**src/rtl/cam_cfg_pkg.sv**
```systemverilog
// cam_cfg_pkg -- shared definitions for the camera configuration sequencer.
//   * I2C/SCCB master command codes
//   * special table entry codes (terminator, delay)
//   * per-entry phase numbers and the sequencer state enum
package cam_cfg_pkg;

  localparam logic [2:0] CMD_START   = 3'b000;
  localparam logic [2:0] CMD_WR      = 3'b001;
  localparam logic [2:0] CMD_RD      = 3'b010;
  localparam logic [2:0] CMD_STOP    = 3'b011;
  localparam logic [2:0] CMD_RESTART = 3'b100;

  localparam logic [15:0] ENTRY_END   = 16'hFFFF;
  localparam logic [15:0] ENTRY_DELAY = 16'hFFF0;

  // Bus phases of one register write: START, WR dev, WR reg, WR val, STOP
  localparam logic [2:0] PH_START = 3'd0;
  localparam logic [2:0] PH_DEV   = 3'd1;
  localparam logic [2:0] PH_REG   = 3'd2;
  localparam logic [2:0] PH_VAL   = 3'd3;
  localparam logic [2:0] PH_STOP  = 3'd4;

  typedef enum logic [2:0] {
    ST_IDLE, ST_FETCH, ST_ISSUE, ST_WAIT_LO, ST_WAIT_HI, ST_DELAY, ST_DONE, ST_ERR
  } state_e;

  function automatic logic [2:0] phase_cmd(input logic [2:0] ph);
    case (ph)
      PH_START: phase_cmd = CMD_START;
      PH_STOP:  phase_cmd = CMD_STOP;
      default:  phase_cmd = CMD_WR;
    endcase
  endfunction

endpackage

```
**src/rtl/cam_cfg_rom.sv**
```systemverilog
// cam_cfg_rom -- synchronous configuration table ROM, one-cycle read latency.
// Ports:
//   clk   in   clock
//   addr  in   table index
//   data  out  16-bit entry {reg, val}, registered
// Entry i of INIT lives at bits [16*i +: 16].
module cam_cfg_rom #(
  parameter int DEPTH = 64,
  parameter int IW    = $clog2(DEPTH),
  parameter logic [16*DEPTH-1:0] INIT = '1
) (
  input  logic          clk,
  input  logic [IW-1:0] addr,
  output logic [15:0]   data
);

  logic [15:0] data_d, data_q;

  always_comb data_d = INIT[{addr, 4'b0000} +: 16];

  always_ff @(posedge clk) data_q <= data_d;

  assign data = data_q;

endmodule

```
**src/rtl/cam_cfg_sequencer.sv**
```systemverilog
// cam_cfg_sequencer -- walks a register table and writes each entry to an
// SCCB camera through a byte-level I2C master.
// Each entry: START, WR DEV_ADDR, WR reg, WR val, STOP.
// 16'hFFFF ends the table, 16'hFFF0 waits DELAY_CYCLES with no bus traffic.
// Build option: CAM_CFG_RETRY_EN -- when defined, a NACKed entry is retried
// up to 3 times (after its STOP) before the run aborts; otherwise the first
// NACK aborts the run after STOP.
// Ports:
//   clk, reset        clock, asynchronous active-high reset
//   start             pulse, begins a run (only honoured when idle)
//   i2c_ready         master can accept a command
//   i2c_done_tick     master finished a byte
//   i2c_ack           slave ack bit (0 = ACK)
//   i2c_cmd, i2c_din  registered command / byte to the master
//   i2c_wr            one-cycle command strobe
//   busy              run in progress
//   cfg_done, err     level status of the last run
//   err_idx           table index of the failed entry
// ROM_INIT holds the table (entry i at bits [16*i +: 16]); ROM_DEPTH >= 2,
// DELAY_CYCLES >= 1.
module cam_cfg_sequencer
  import cam_cfg_pkg::*;
#(
  parameter logic [7:0] DEV_ADDR     = 8'h42,
  parameter int         ROM_DEPTH    = 64,
  parameter int         DELAY_CYCLES = 1_000_000,
  parameter logic [16*ROM_DEPTH-1:0] ROM_INIT = '1
) (
  input  logic                         clk,
  input  logic                         reset,
  input  logic                         start,
  input  logic                         i2c_ready,
  input  logic                         i2c_done_tick,
  input  logic                         i2c_ack,
  output logic [2:0]                   i2c_cmd,
  output logic [7:0]                   i2c_din,
  output logic                         i2c_wr,
  output logic                         busy,
  output logic                         cfg_done,
  output logic                         err,
  output logic [$clog2(ROM_DEPTH)-1:0] err_idx
);

  localparam int IW = $clog2(ROM_DEPTH);
  localparam int CW = $clog2(DELAY_CYCLES + 1);
  localparam logic [IW-1:0] LAST_IDX  = IW'(ROM_DEPTH - 1);
  localparam logic [CW-1:0] DELAY_END = CW'(DELAY_CYCLES - 1);

  state_e        state_q, state_d;
  logic [IW-1:0] index_q, index_d;
  logic [2:0]    phase_q, phase_d;
  logic          ack_q, ack_d;     // NACK seen on the current byte
  logic          nack_q, nack_d;   // STOP in flight is the abort STOP of a NACK
  logic [CW-1:0] cnt_q, cnt_d;
  logic [2:0]    cmd_q, cmd_d;
  logic [7:0]    din_q, din_d;
  logic          wr_q, wr_d;
  logic          busy_q, busy_d;
  logic          done_q, done_d;
  logic          err_q, err_d;
  logic [IW-1:0] eidx_q, eidx_d;
`ifdef CAM_CFG_RETRY_EN
  logic [1:0]    retry_q, retry_d;
`endif

  logic [15:0] entry;
  logic        nack_now;

  // Addressed with the next index so the entry is valid during FETCH.
  cam_cfg_rom #(.DEPTH(ROM_DEPTH), .IW(IW), .INIT(ROM_INIT)) u_rom (
    .clk  (clk),
    .addr (index_d),
    .data (entry)
  );

  // A done tick and ready may arrive together; include the live ack.
  assign nack_now = ack_q | (i2c_done_tick & (cmd_q == CMD_WR) & i2c_ack);

  always_comb begin
    state_d = state_q;
    index_d = index_q;
    phase_d = phase_q;
    ack_d   = ack_q;
    nack_d  = nack_q;
    cnt_d   = cnt_q;
    cmd_d   = cmd_q;
    din_d   = din_q;
    wr_d    = 1'b0;
    busy_d  = busy_q;
    done_d  = done_q;
    err_d   = err_q;
    eidx_d  = eidx_q;
`ifdef CAM_CFG_RETRY_EN
    retry_d = retry_q;
`endif
    case (state_q)
      ST_IDLE: if (start) begin
        busy_d  = 1'b1;
        index_d = '0;
        done_d  = 1'b0;
        err_d   = 1'b0;
        state_d = ST_FETCH;
      end
      ST_FETCH: begin
        phase_d = PH_START;
        nack_d  = 1'b0;
`ifdef CAM_CFG_RETRY_EN
        retry_d = 2'd0;
`endif
        if (entry == ENTRY_END)        state_d = ST_DONE;
        else if (entry == ENTRY_DELAY) begin
          cnt_d   = '0;
          state_d = ST_DELAY;
        end else                       state_d = ST_ISSUE;
      end
      ST_ISSUE: if (i2c_ready) begin
        wr_d  = 1'b1;
        ack_d = 1'b0;
        cmd_d = phase_cmd(phase_q);
        case (phase_q)
          PH_DEV:  din_d = DEV_ADDR;
          PH_REG:  din_d = entry[15:8];
          PH_VAL:  din_d = entry[7:0];
          default: din_d = din_q;
        endcase
        state_d = ST_WAIT_LO;
      end
      // Ready is still high right after the strobe; wait for the master to
      // take it so a stale ready never triggers a second strobe.
      ST_WAIT_LO: if (!i2c_ready) state_d = ST_WAIT_HI;
      ST_WAIT_HI: begin
        if (i2c_done_tick && cmd_q == CMD_WR) ack_d = i2c_ack;
        if (i2c_ready) begin
          if (phase_q == PH_STOP) begin
            if (nack_q) begin
`ifdef CAM_CFG_RETRY_EN
              if (retry_q != 2'd3) begin
                retry_d = retry_q + 2'd1;
                phase_d = PH_START;
                nack_d  = 1'b0;
                state_d = ST_ISSUE;
              end else state_d = ST_ERR;
`else
              state_d = ST_ERR;
`endif
            end else if (index_q == LAST_IDX) state_d = ST_DONE;
            else begin
              index_d = index_q + 1'b1;
              state_d = ST_FETCH;
            end
          end else if (nack_now) begin
            // Close the bus before aborting or retrying.
            phase_d = PH_STOP;
            nack_d  = 1'b1;
            state_d = ST_ISSUE;
          end else begin
            phase_d = phase_q + 3'd1;
            state_d = ST_ISSUE;
          end
        end
      end
      ST_DELAY: begin
        if (cnt_q == DELAY_END) begin
          if (index_q == LAST_IDX) state_d = ST_DONE;
          else begin
            index_d = index_q + 1'b1;
            state_d = ST_FETCH;
          end
        end else cnt_d = cnt_q + 1'b1;
      end
      ST_DONE: begin
        done_d  = 1'b1;
        busy_d  = 1'b0;
        state_d = ST_IDLE;
      end
      ST_ERR: begin
        err_d   = 1'b1;
        eidx_d  = index_q;
        busy_d  = 1'b0;
        state_d = ST_IDLE;
      end
      default: state_d = ST_IDLE;
    endcase
  end

  always_ff @(posedge clk or posedge reset) begin
    if (reset) begin
      state_q <= ST_IDLE;
      index_q <= '0;
      phase_q <= PH_START;
      ack_q   <= 1'b0;
      nack_q  <= 1'b0;
      cnt_q   <= '0;
      cmd_q   <= CMD_STOP;
      din_q   <= '0;
      wr_q    <= 1'b0;
      busy_q  <= 1'b0;
      done_q  <= 1'b0;
      err_q   <= 1'b0;
      eidx_q  <= '0;
`ifdef CAM_CFG_RETRY_EN
      retry_q <= 2'd0;
`endif
    end else begin
      state_q <= state_d;
      index_q <= index_d;
      phase_q <= phase_d;
      ack_q   <= ack_d;
      nack_q  <= nack_d;
      cnt_q   <= cnt_d;
      cmd_q   <= cmd_d;
      din_q   <= din_d;
      wr_q    <= wr_d;
      busy_q  <= busy_d;
      done_q  <= done_d;
      err_q   <= err_d;
      eidx_q  <= eidx_d;
`ifdef CAM_CFG_RETRY_EN
      retry_q <= retry_d;
`endif
    end
  end

  assign i2c_cmd  = cmd_q;
  assign i2c_din  = din_q;
  assign i2c_wr   = wr_q;
  assign busy     = busy_q;
  assign cfg_done = done_q;
  assign err      = err_q;
  assign err_idx  = eidx_q;

endmodule

```
**config.mk**
```make
export PLATFORM = sky130hd
export DESIGN_NAME = cam_cfg_sequencer
export DESIGN_NICKNAME = d
export VERILOG_FILES = /design/src/rtl/cam_cfg_pkg.sv /design/src/rtl/cam_cfg_rom.sv /design/src/rtl/cam_cfg_sequencer.sv
export SDC_FILE = /design/constraint.sdc
export NUM_CORES = 1
export LEC_CHECK = 0
export CORE_MARGIN = 5
export CORE_UTILIZATION = 50
export DETAILED_ROUTE_END_ITERATION = 10
export MAX_ROUTING_LAYER = met4
export PLACE_DENSITY = 0.82
export SYNTH_ARGS = -nofsm -noshare
export SYNTH_HDL_FRONTEND = slang
export SYNTH_SLANG_ARGS = --single-unit
```
**constraint.sdc**
```tcl
create_clock -name clk -period 2.65 [get_ports clk]
set_input_delay 0.53 -clock clk [delete_from_list [all_inputs] [get_ports clk]]
set_output_delay 0.53 -clock clk [all_outputs]
set_load 0.005 [all_outputs]
```
==> metrics.csv <==
metric,value,unit
Port Buffer Count,25,
Crit Path Category,reg2reg,
number of max-cap violations,0,
final number of hold-violating endpoints,0,
Flop pwr share,0.397,
Switching Share,0.3535,
Die ar.,6585,sq um
synth warn,0,
wire per inst,15.24,microns
critical path data arrival time,2.59,ns
HP Class,reg2reg,
Longest Clk Path Bufs,2,
synthesized netlist cell count,252,
type of origin of the critical path,register,
worst path bufs/invs,0,
CTS Root Cell,clkbuf_8,
DRT Wirelength,5.273,mm
# diodes,0,
sequential fraction of the synthesis area,0.4755,
Die Wd,81.15,microns
Gate power share,0.374,
core area,4817,sq um
final design area excluding fillers,2984,sq um
synthesized area,2531,sq um
clock share of power,0.228,
Netlist cell types,55,
DR pass1 iterations,4,
crit-path max FO,11,
GRT Util Overall,0.1842,
"Top FF cell, synth",dfrtp_1,
largest net degree at the start of global routing,29,
Final #Nets,291,
skew final,0.01242,ns
CTS Buf Count,5,
PD cells,853.5,nW/um^2
TritonCTS clock tree,built,
DRC,0,
CP required,2.86,ns
via/cell ratio,5.763,
drt first-iter violations,266,
DRT antenna net count,0,
setup TNS,0,ns
Cell Rows,25,
Max rail drop VDD,0.4810,mV
Synth-to-Final Area Change,17.89,%
routability cong.,0.8601,
Internal Dissipation,0.001647,W
Max-Slew Margin vs Limit,0.5099,
Post-synth ARST share,1.000,
final core utilization,0.6195,
layout cell share with drive strength beyond 1,0.1183,
Pwr Total,0.002547,W
Psw,0.0009002,W
Finish-stage setup viols,0,
post-CTS setup buffer count,0,
CTS H-tree lvls,2,
Clock Latency Late Sink,0.31,ns
post-synthesis register bit count,48,
Sink Count,48,
Fillers,404,
Post-synth EDFFs,0,
Mean Syn Cell Area,10.04,sq um
P_leak,1.331,nW
gr ovfl total,0,
first-pass GRT wire length,9.108,mm
status,"complete, no violations",
worst slew pin tran,0.7338,ns
Final HPWL DP,3.854,mm
Tmin final,2.384,ns
Syn Nets,265,
clock-pin slew on the worst setup and hold paths,0.09,ns
Pins Over Slew Limit,0,
slowest CP cell,or4b_1,
initial antenna violation count,0,
vias in the first global route,1918,
Starting Density,0.5255,
cell family with most CP delay,simple AND/OR/NAND/NOR gates,
DP Area,2853,sq um
CP cell instances,or4b_1 -> nor4_4 -> a211oi_2 -> or3b_1 -> a32o_1,
die span in y,81.15,microns
number of top-level pins,27,
crit end category,register,
unrepaired setup endpoints after global routing,false,
via count,1994,
Fmax,0.4194,GHz
"Period Utilization, post-route",0.8997,
slowest cell delay on critical path,0.59,ns
layout by cell type (no fill, tap or decap), types with 12 or more instances in the layout:
| cell type | count |
|---|---|
| nand3_1 | 18 |
| nand2_1 | 12 |
| dfrtp_1 | 46 |
| clkdlybuf4s50_1 | 25 |
| and3_1 | 12 |
| a21oi_1 | 12 |
| nor2_1 | 15 |
| xnor2_1 | 12 |
stage by stage:
stage / cells / hold WS (ns) / worst slack, ns
4_1_cts: 346 / 0.4801 / 0.1738
6_report: 346 / 0.4750 / 0.2657
3_3_place_gp: 338 / 0.4629 / 0.2680
3_5_place_dp: 338 / 0.4656 / 0.1681
5_1_grt: 346 / 0.4946 / 0.1612
2_1_floorplan: 252 / 0.4457 / 0.5685
per-layer routing:
metal | wire [microns] | vias up | part of all wire | global-route usage
li1 | - | 957 | - | -
met2 | 2647 | 60 | 0.50 | 0.3046
met3 | 273 | 5 | 0.052 | 0.03437
met5 | 0 | - | 0 | -
met4 | 59 | 0 | 0.011 | 0.06757
met1 | 2294 | 972 | 0.44 | 0.2251
what timing repair did:
item / CTS / global route
hold buffers: 0 / 0
endpoints found under the setup margin: 0 / 4
gates resized for setup: 0 / 1
synth_stat cells (2+ instances only):
master	instances	share of area
a211oi_1	3	0.0089
ha_1	7	0.035
xor2_1	7	0.024
xnor2_1	12	0.042
a31oi_1	4	0.0099
nand2b_1	5	0.012
o21ai_0	10	0.020
nand4_1	4	0.0099
a21oi_1	12	0.024
mux2_2	7	0.031
and3_1	12	0.030
dfstp_2	2	0.021
a22o_1	2	0.0069
nand2_1	12	0.018
o22a_1	3	0.010
a21o_1	2	0.0059
o21a_1	2	0.0059
nor2_1	15	0.022
dfrtp_1	46	0.45
o22ai_1	4	0.0099
nor4_1	5	0.012
nor3_1	3	0.0059
nor2b_1	2	0.0049
buf_4	7	0.021
nand3_1	18	0.036
clkbuf_1	7	0.010
inv_1	11	0.016
registers in the layout (all words and copies together), names as in the netlist, 2 cells and up:
signal / cells
cnt_q: 20
i2c_cmd: 2
err_idx: 6
i2c_din: 2
index_q: 6
state_q: 3
phase_q: 3
worst paths after layout:
| check | startpoint | to | slack [ns] | depth (start not counted) |
|---|---|---|---|---|
| min in group asynchronous | reset | err_idx[1] | 0.59 | 2 |
| hold reg to reg | cnt_q[17] | cnt_q[17] | 0.48 | 1 |
| hold / removal | cnt_q[17] | cnt_q[17] | 0.48 | 1 |
| setup reg to reg | cnt_q[6] | index_q[1] | 0.27 | 5 |
| max in group asynchronous | reset | cnt_q[6] | 1.43 | 3 |
| setup / recovery | cnt_q[6] | index_q[1] | 0.27 | 5 |
cell families after synthesis:
| logic type | synth area share |
|---|---|
| multiplexers | 0.03114 |
| AO/OA/AOI/OAI | 0.1424 |
| AND/OR/NAND/NOR | 0.1967 |
| flip-flops | 0.4755 |
| buffers and inverters | 0.05239 |
| adder cells (fa/ha/maj) | 0.03460 |
| XOR/XNOR | 0.06574 |
| other | 0.001482 |
final cells by class:
| cell class | instances | area (sq um) | area share |
|---|---|---|---|
| Multi-Input combinational cell | 176 | 1200 | 0.4021 |
| Clock buffer | 7 | 96.34 | 0.03229 |
| Clock inverter | 1 | 30.03 | 0.01006 |
| Inverter | 12 | 45.04 | 0.01509 |
| Sequential cell | 48 | 1204 | 0.4034 |
| Timing Repair Buffer | 35 | 325.3 | 0.1090 |
| Tap cell | 67 | 83.83 | 0.02809 |
power groups by stage:
stage	clock network (W)	logic [W]	registers, W
final	0.000582	0.000953	0.00101
after global routing	0.000629	0.00107	0.00104
after CTS	0.000597	0.000947	0.00101
after detailed placement	0	0.000945	0.00103
after global placement	0	0.000919	0.00102
after floorplan	0	0.000629	0.00102
No activity file was read; power rests on OpenSTA's default activity.
